--- src/rtl/uart_receiver.sv ---
// uart_receiver: 8N1 UART receiver with show-ahead FIFO; define UART_RX_PARITY_EN for 8E1 with even-parity checking
module uart_receiver #(
  parameter int clks_per_bit_p = 5208,
  parameter int fifo_depth_p = 16
) (
  input  logic       Clk_i,
  input  logic       Reset_i,
  input  logic       Rx_i,
  input  logic       Rd_En_i,
  output logic [7:0] Data_o,
  output logic       Data_Available_o,
  output logic       Frame_Error_o,
  output logic       Overflow_o,
  output logic       Parity_Error_o
);
  localparam int cw = $clog2(clks_per_bit_p);
  localparam int aw = $clog2(fifo_depth_p);
  localparam int aw1 = aw + 1;
  localparam logic [cw-1:0] bit_reload = cw'(clks_per_bit_p - 1);
  localparam logic [cw-1:0] half_reload = cw'(clks_per_bit_p / 2 - 1);
  typedef enum logic [2:0] {
    IDLE, START, DATA,
`ifdef UART_RX_PARITY_EN
    PARITY,
`endif
    STOP, WAIT_HIGH
  } state_t;
  state_t state, state_n;
  logic rx_meta, rx_s;
  logic [cw-1:0] cnt, cnt_n;
  logic [2:0] idx, idx_n;
  logic [7:0] sh, sh_n;
  logic push, fe_n, ov_n, expire, pop, wr;
  logic [7:0] mem [fifo_depth_p];
  logic [aw-1:0] wr_ptr, rd_ptr;
  logic [aw:0] count;
`ifdef UART_RX_PARITY_EN
  logic par_ok, par_ok_n, pe_n;
`endif
  assign expire = cnt == '0;
  assign pop = Rd_En_i && count != '0;
  assign wr = push && (!count[aw] || pop);
  assign ov_n = push && count[aw] && !pop;
  assign Data_Available_o = count != '0;
  assign Data_o = count != '0 ? mem[rd_ptr] : 8'h00;
`ifndef UART_RX_PARITY_EN
  assign Parity_Error_o = 1'b0;
`endif
  // Two-flop synchroniser for the asynchronous serial input, idling high
  always_ff @(posedge Clk_i) begin
    if (Reset_i) begin
      rx_meta <= 1'b1;
      rx_s <= 1'b1;
    end else begin
      rx_meta <= Rx_i;
      rx_s <= rx_meta;
    end
  end
  // Receiver state, bit timer, shift register and registered flag pulses
  always_ff @(posedge Clk_i) begin
    if (Reset_i) begin
      state <= IDLE;
      cnt <= '0;
      idx <= '0;
      sh <= '0;
      Frame_Error_o <= 1'b0;
      Overflow_o <= 1'b0;
`ifdef UART_RX_PARITY_EN
      par_ok <= 1'b0;
      Parity_Error_o <= 1'b0;
`endif
    end else begin
      state <= state_n;
      cnt <= cnt_n;
      idx <= idx_n;
      sh <= sh_n;
      Frame_Error_o <= fe_n;
      Overflow_o <= ov_n;
`ifdef UART_RX_PARITY_EN
      par_ok <= par_ok_n;
      Parity_Error_o <= pe_n;
`endif
    end
  end
  // Frame sequencing: each bit is sampled when the timer expires, then the timer reloads
  always_comb begin
    state_n = state;
    cnt_n = cnt;
    idx_n = idx;
    sh_n = sh;
    push = 1'b0;
    fe_n = 1'b0;
`ifdef UART_RX_PARITY_EN
    par_ok_n = par_ok;
    pe_n = 1'b0;
`endif
    case (state)
      IDLE: begin
        cnt_n = half_reload;
        state_n = rx_s ? IDLE : START;
      end
      START: begin
        cnt_n = expire ? bit_reload : cnt - cw'(1);
        idx_n = '0;
        if (expire) state_n = rx_s ? IDLE : DATA;
      end
      DATA: begin
        cnt_n = expire ? bit_reload : cnt - cw'(1);
        if (expire) begin
          sh_n = {rx_s, sh[7:1]};
          idx_n = idx + 3'd1;
`ifdef UART_RX_PARITY_EN
          if (idx == 3'd7) state_n = PARITY;
`else
          if (idx == 3'd7) state_n = STOP;
`endif
        end
      end
`ifdef UART_RX_PARITY_EN
      PARITY: begin
        cnt_n = expire ? bit_reload : cnt - cw'(1);
        if (expire) begin
          par_ok_n = !(^{sh, rx_s});
          state_n = STOP;
        end
      end
`endif
      STOP: begin
        cnt_n = cnt - cw'(1);
        if (expire) begin
          state_n = rx_s ? IDLE : WAIT_HIGH;
          fe_n = !rx_s;
`ifdef UART_RX_PARITY_EN
          push = rx_s && par_ok;
          pe_n = rx_s && !par_ok;
`else
          push = rx_s;
`endif
        end
      end
      WAIT_HIGH: state_n = rx_s ? IDLE : WAIT_HIGH;
      default: state_n = IDLE;
    endcase
  end
  // FIFO pointers and occupancy; simultaneous push and pop leaves the count unchanged
  always_ff @(posedge Clk_i) begin
    if (Reset_i) begin
      wr_ptr <= '0;
      rd_ptr <= '0;
      count <= '0;
    end else begin
      if (wr) wr_ptr <= wr_ptr + aw'(1);
      if (pop) rd_ptr <= rd_ptr + aw'(1);
      if (wr != pop) count <= wr ? count + aw1'(1) : count - aw1'(1);
    end
  end
  // FIFO storage, written with the completed byte on the stop-bit sample
  always_ff @(posedge Clk_i) begin
    if (wr) mem[wr_ptr] <= sh;
  end
endmodule

--- config.mk ---
export PLATFORM = sky130hd
export DESIGN_NAME = uart_receiver
export DESIGN_NICKNAME = d
export VERILOG_FILES = /design/src/rtl/uart_receiver.sv
export SDC_FILE = /design/constraint.sdc
export NUM_CORES = 1
export LEC_CHECK = 0
export BUFFER_PORTS_ARGS = -buffer_cell sky130_fd_sc_hd__buf_2
export CORE_AREA = 5 5 152 154
export DETAILED_ROUTE_END_ITERATION = 8
export DIE_AREA = 0 0 157 159
export REMOVE_ABC_BUFFERS = 1
export SLEW_MARGIN = 10
export SYNTH_ARGS = -nofsm -noshare
export SYNTH_HDL_FRONTEND = slang
export SYNTH_SLANG_ARGS = --single-unit
--- constraint.sdc ---
create_clock -name Clk_i -period 3.1 [get_ports Clk_i]
set_input_delay 0 -clock Clk_i [delete_from_list [all_inputs] [get_ports Clk_i]]
set_output_delay 0 -clock Clk_i [all_outputs]
set_load 0.02 [all_outputs]
; ---- After elaboration in Yosys (flattened, before gate mapping)
; Memory sizes are Yosys's and may differ from the RTL's. A register that Yosys moved wholly into a read port is not among the register bits.
; Index checks and enable logic that the tools add are counted.
[totals]
elab_cells = 68
mem_count = 1
out_inout_bits = 12
mem_bits_rw = 128
input_bits = 4
regBits = 44
[op_classes]
reduce_logical = 18
n_eq_ne = 10
bitwise_logic = 2
add_sub_neg = 6
muxes = 20
[memory_table]
columns = memory, words, width, rd, rd_clocked_by_memory_dff, wr, line_no
row1 = mem, 16, 8, 1, 1, 1, 34  ; logic [7:0] mem [fifo_depth_p];
[op_table]
columns = cell, count
row1 = one-hot mux 13 bit (3 select lines), 1
row2 = 2-to-1 mux 3 bit, 6
row3 = one-hot mux 3 bit (5 select lines), 1
row4 = logical NOT 13 bit, 1
row5 = 2-to-1 mux 13 bit, 1
row6 = subtractor 13 x 1 -> 13 bit (second input constant), 1
row7 = adder 4 x 1 -> 4 bit (second input constant), 2
row8 = 2-to-1 mux 4 bit, 2
row9 = 2-to-1 mux 8 bit, 1
row10 = inequality test 2 bit (second input constant), 4
row11 = equality test 3 x 2 -> 1 bit (second input constant), 2
row12 = equality test 3 bit (second input constant), 2
row13 = one-hot mux 3 bit (2 select lines), 1
row14 = adder 5 x 1 -> 5 bit (second input constant), 1
row15 = 2-to-1 mux 1 bit, 5
row16 = 2-to-1 mux 5 bit, 1
row17 = nonzero test 5 bit, 1
row18 = subtractor 5 x 1 -> 5 bit (second input constant), 1
row19 = logical AND 1 bit, 4
row20 = AND reduction 2 bit, 2
row21 = AND reduction 4 bit, 1
row22 = adder 3 x 1 -> 3 bit (second input constant), 1
row23 = equality test 3 x 1 -> 1 bit (second input constant), 1
row24 = logical NOT 1 bit, 3
row25 = 9 further kinds, 10

; ---- Logic depth before layout (Yosys ltp)
[logic_depth]
depth_word = 6
ltp_mapped = 13
depth_no_buf = 11

; ---- Worst setup path before layout
; Ideal clock, no wire load.
[synth_path]
path_kind = flip-flop to flip-flop
from = register cnt[0]
to = register count[4]
slack_ns = 0.311
setup_time_ns = 0.070
t_arrival_ns = 2.719
required_time_ns = 3.030
n_path_buf = 2
synth_period_minus_slack_ns = 2.789
stages_incl_launch_ff = 14
cell_sequence = dfxtp_1 > inv_1 > ha_1 > or4b_1 > buf_6 > nor4_4 > buf_4 > inv_1 > ha_1 > nor2b_1 > o21a_1 > nor3_1 > mux2i_1 > a21oi_1
[synth_via]
elab_chain_cells = 5
elab_cells_between_ends = 6
classes_between = eq/ne: 1 / mux: 3 / reduce/logical: 2
[synth_rtl]
columns = element, line_no
row1 = start: declaration, 30  ; logic [cw-1:0] cnt, cnt_n;
row2 = start signal: assignment, 74  ; cnt <= cnt_n;
row3 = logical NOT 13 bit (*), 40  ; assign expire = cnt == '0;
row4 = 2-to-1 mux 1 bit (*), 130  ; if (expire) begin
row5 = 2-to-1 mux 1 bit (*), 97  ; case (state)
row6 = logical AND 1 bit (*), 42  ; assign wr = push && (!count[aw] || pop);
row7 = named net wr, 33  ; logic push, fe_n, ov_n, expire, pop, wr;
row8 = 2-to-1 mux 5 bit or inequality test 1 bit (tied branches), 154  ; if (wr != pop) count <= wr ? count + aw1'(1) : count - aw1'(1);
row9 = end signal: assignment, 154
row10 = end: declaration, 36  ; logic [aw:0] count;
; Mark *: on every way through the listed nets, which the timed path passes. The rest lies on a longest branch.
; A chain may end at the register's enable or synchronous reset.

; ---- Worst setup path in the final report
[layout_path]
from = register cnt[0]
to = register count[1]
[layout_via]
elab_chain_cells = 5
elab_cells_between_ends = 6
classes_between = eq/ne: 1 / mux: 3 / reduce/logical: 2
[layout_rtl]
columns = element, line_no
row1 = logical NOT 13 bit (*), 40
row2 = 2-to-1 mux 1 bit (*), 130
row3 = 2-to-1 mux 1 bit (*), 97
row4 = logical AND 1 bit (*), 42
row5 = 2-to-1 mux 5 bit or inequality test 1 bit (tied branches), 154
; Every way passes the cells marked *; elsewhere a longest branch is shown, timed or not.

==> results.json <==
{
  "final_area_sq_mm": 0.00853,
  "wire_per_inst_microns": 17.9,
  "cp_max_fo": 11,
  "dp_cells": 812,
  "clock_sinks": 176,
  "synth.avg_cell_area_sq_um": 14.2,
  "dp.final_hpwl_microns": 9790,
  "synth_top_area_share_pct": 51.9,
  "rsz0062_at_grt": "no",
  "antenna_found_initial": 0,
  "cts_buffers": 17,
  "slew_headroom_pct": 37.8,
  "worst_slew_pin_slew_ps": 932,
  "synth_cell_types": 54,
  "pre_cts_slack_ps": 117,
  "hold_depth": 3,
  "syn_area_sq_mm": 0.00741,
  "slew_violations": 0,
  "hold_viol": 0,
  "synth_edf_count": 128,
  "setup_tns_ps": 0,
  "synth-seq-area-share_pct": 64.8,
  "slowest_delay_ps": 550,
  "clock.fmax_ghz": 0.347,
  "clk_latency_ps": 430,
  "synthToLayoutAreaGrowth_pct": 15.1,
  "fin_ws_ps": 216,
  "min_from": "Reset_i",
  "drive_gt1_share_pct": 20.0,
  "path_buf_inv": 2,
  "row_count": 54,
  "period_minus_slack_ps": 2880,
  "antenna-diode-count": 0,
  "required_ps": 3450,
  "post-route-util_pct": 39.6,
  "finalPower_mw": 5.98,
  "timing.rr.start": "cnt[0]$_SDFFE_PP0P_",
  "cts.clk_slew.worst_paths_ps": 60,
  "post_cts_buffers": 0,
  "drt-pass1-iter-count": 5,
  "min_to": "idx[0]$_SDFFE_PP0P_",
  "grt_pass1_vias": 4491,
  "die_area_sq_mm": 0.0250,
  "period_share_pct": 93.0,
  "crit_slowest_cell": "or4b_4",
  "routed-wl-met3_microns": 572,
  "final_nets": 570,
  "grt_pass1_wl_microns": 24100,
  "peakVddDrop_uv": 374,
  "core_area_sq_mm": 0.0216,
  "drt_wl_total_microns": 15100,
  "syn_inst": 522,
  "path_cells": "inv_1 -> ha_1 -> or4b_4 -> nor4_4 -> buf_4 -> fa_1 -> a2111oi_1 -> a31oi_1 -> a21oi_1",
  "vias": 4364,
  "ys_async_sr_fraction_pct": 0,
  "yosysTopAreaCell": "edfxtp_1",
  "hold_path.class": "in2reg",
  "maxCapViolCount": 0,
  "ys_ff_latch": 176,
  "dr.first_iter.drc_count": 336,
  "grt_use_total_pct": 12.4,
  "p_leak_nw": 2.79,
  "crit_family": "simple AND/OR/NAND/NOR gates",
  "setup_viol": 0,
  "cp-start-kind": "flop",
  "place.gp.congestion": 0.841,
  "die_x_microns": 157,
  "m1WireLength_microns": 6990,
  "status": "finished, final reports clean",
  "initial_core_util_pct": 34.4,
  "r2r_setup_slack_ps": 220,
  "ys_top_cells_by_area": "edfxtp_1 52%, dfxtp_1 13%, mux4_2 9.7%",
  "critPathKind": "reg2reg",
  "synth_ff_type": "edfxtp_1",
  "fillers": 1958,
  "vias_per_cell": 5.16,
  "ant_nets": 0,
  "clock_path_buffers": 2,
  "skew_ps": 14.9,
  "detail_route.drc_violations": 0,
  "yosysWarningCount": 0,
  "worst_hold_slack_ps": 26.2,
  "route.top_layer_used": "met4",
  "placed_area_sq_mm": 0.00790,
  "met2WireLength_microns": 7450,
  "r2r-end": "count[1]$_SDFFE_PP0P_",
  "port_buffers": 14,
  "r2r_cells": 9,
  "grt_max_degree": 46,
  "final_cells": 846,
  "cts-root-buf": "clkbuf_16",
  "cts_max_level": 4,
  "die_h_microns": 159,
  "cts_tree": "yes",
  "pin_count": 16,
  "end_kind": "flop",
  "grt-ovfl-total": 0,
  "arrival_ps": 3240,
  "p_per_area_mw_per_mm2": 701
}
## flip-flops by register name, summed over array words and instances (netlist names), named ones only
| name | flops |
|---|---|
| sh | 8 |
| idx | 3 |
| Overflow_o | 1 |
| cnt | 13 |
| mem | 128 |
| count | 5 |
| rx_s | 1 |
| wr_ptr | 4 |
| rd_ptr | 4 |
| Frame_Error_o | 1 |
| rx_meta | 1 |
| state | 3 |
## cells in the mapped netlist (10+ instances only)
library cell,n
clkbuf_1,19
edfxtp_1,128
ha_1,12
o22ai_1,10
inv_1,14
nand3_1,18
nor3_1,18
mux4_2,32
nand2_1,40
mux2i_1,22
nor2_1,40
dfxtp_1,48
o21ai_0,10
a21oi_1,28
## layer usage
layer	GRT usage, %	vias up
met5	0	-
met4	2.88	0
met3	3.26	12
met2	20.7	100
met1	16.3	2189
li1	-	2063
## report_power, final
| part | switching, mW | internal, mW | total [mW] |
|---|---|---|---|
| sequential | 0.0736 | 2.55 | 2.62 |
| clock | 0.957 | 1.22 | 2.17 |
| combinational | 0.640 | 0.546 | 1.19 |
## cell type report
class	count	area, sq um	share of cell area, %
Timing Repair Buffer	41	290	3.40
Clock inverter	15	176	2.07
Tap cell	280	350	4.11
Inverter	15	56.3	0.660
Sequential cell	176	4810	56.3
Clock buffer	17	425	4.99
Multi-Input combinational cell	302	2430	28.4
## how the worst max path moves through the flow
| stage | end | slack [ps] | cells past startpoint | start |
|---|---|---|---|---|
| after floorplan | count[4]$_SDFFE_PP0P_ | 90 | 11 | cnt[0]$_SDFFE_PP0P_ |
| after global placement | count[1]$_SDFFE_PP0P_ | 270 | 9 | cnt[0]$_SDFFE_PP0P_ |
| after detailed placement | count[1]$_SDFFE_PP0P_ | 120 | 9 | cnt[0]$_SDFFE_PP0P_ |
| after CTS | count[1]$_SDFFE_PP0P_ | 100 | 9 | cnt[0]$_SDFFE_PP0P_ |
| after global routing | count[1]$_SDFFE_PP0P_ | 10 | 9 | cnt[0]$_SDFFE_PP0P_ |
| final | count[1]$_SDFFE_PP0P_ | 220 | 9 | cnt[0]$_SDFFE_PP0P_ |
## cells by family (layout without fill, tap and decap cells)
kind of cell,after synthesis,in the layout,share of synthesized area (%)
XOR/XNOR,7,7,0.827
flip-flops,176,176,64.8
other,1,1,0.0506
adder cells (fa/ha/maj),13,13,2.30
buffers and inverters,44,88,2.62
AND/OR/NAND/NOR,147,147,9.96
AO/OA/AOI/OAI,79,79,6.58
multiplexers,55,55,12.8
## cell usage in the layout (no fill, tap or decap), types with 4 or more instances in the layout
cell,n
mux4_2,32
a21oi_1,28
o21ai_0,10
buf_2,14
o22ai_1,10
mux2i_1,22
inv_8,5
nand2_1,40
nand3_1,18
nor2_1,40
buf_4,24
inv_1,14
nor4_1,4
clkinv_1,4
dfxtp_1,47
edfxtp_1,128
a31oi_1,8
clkbuf_16,17
nor3_1,18
xnor2_1,5
a21o_1,4
ha_1,12
## worst min-delay path: cells and delay by family
kind            cells  cell delay (ps)
compound gates      1              150
buf+inv             2              250
## timing repair
item / in CTS / in global routing
hold endpoints to repair: 4 / 0
gates resized for setup: 0 / 3
hold buffers: 2 / 0
setup endpoints to repair: 0 / 2
Power figures use the tool's default switching activity.
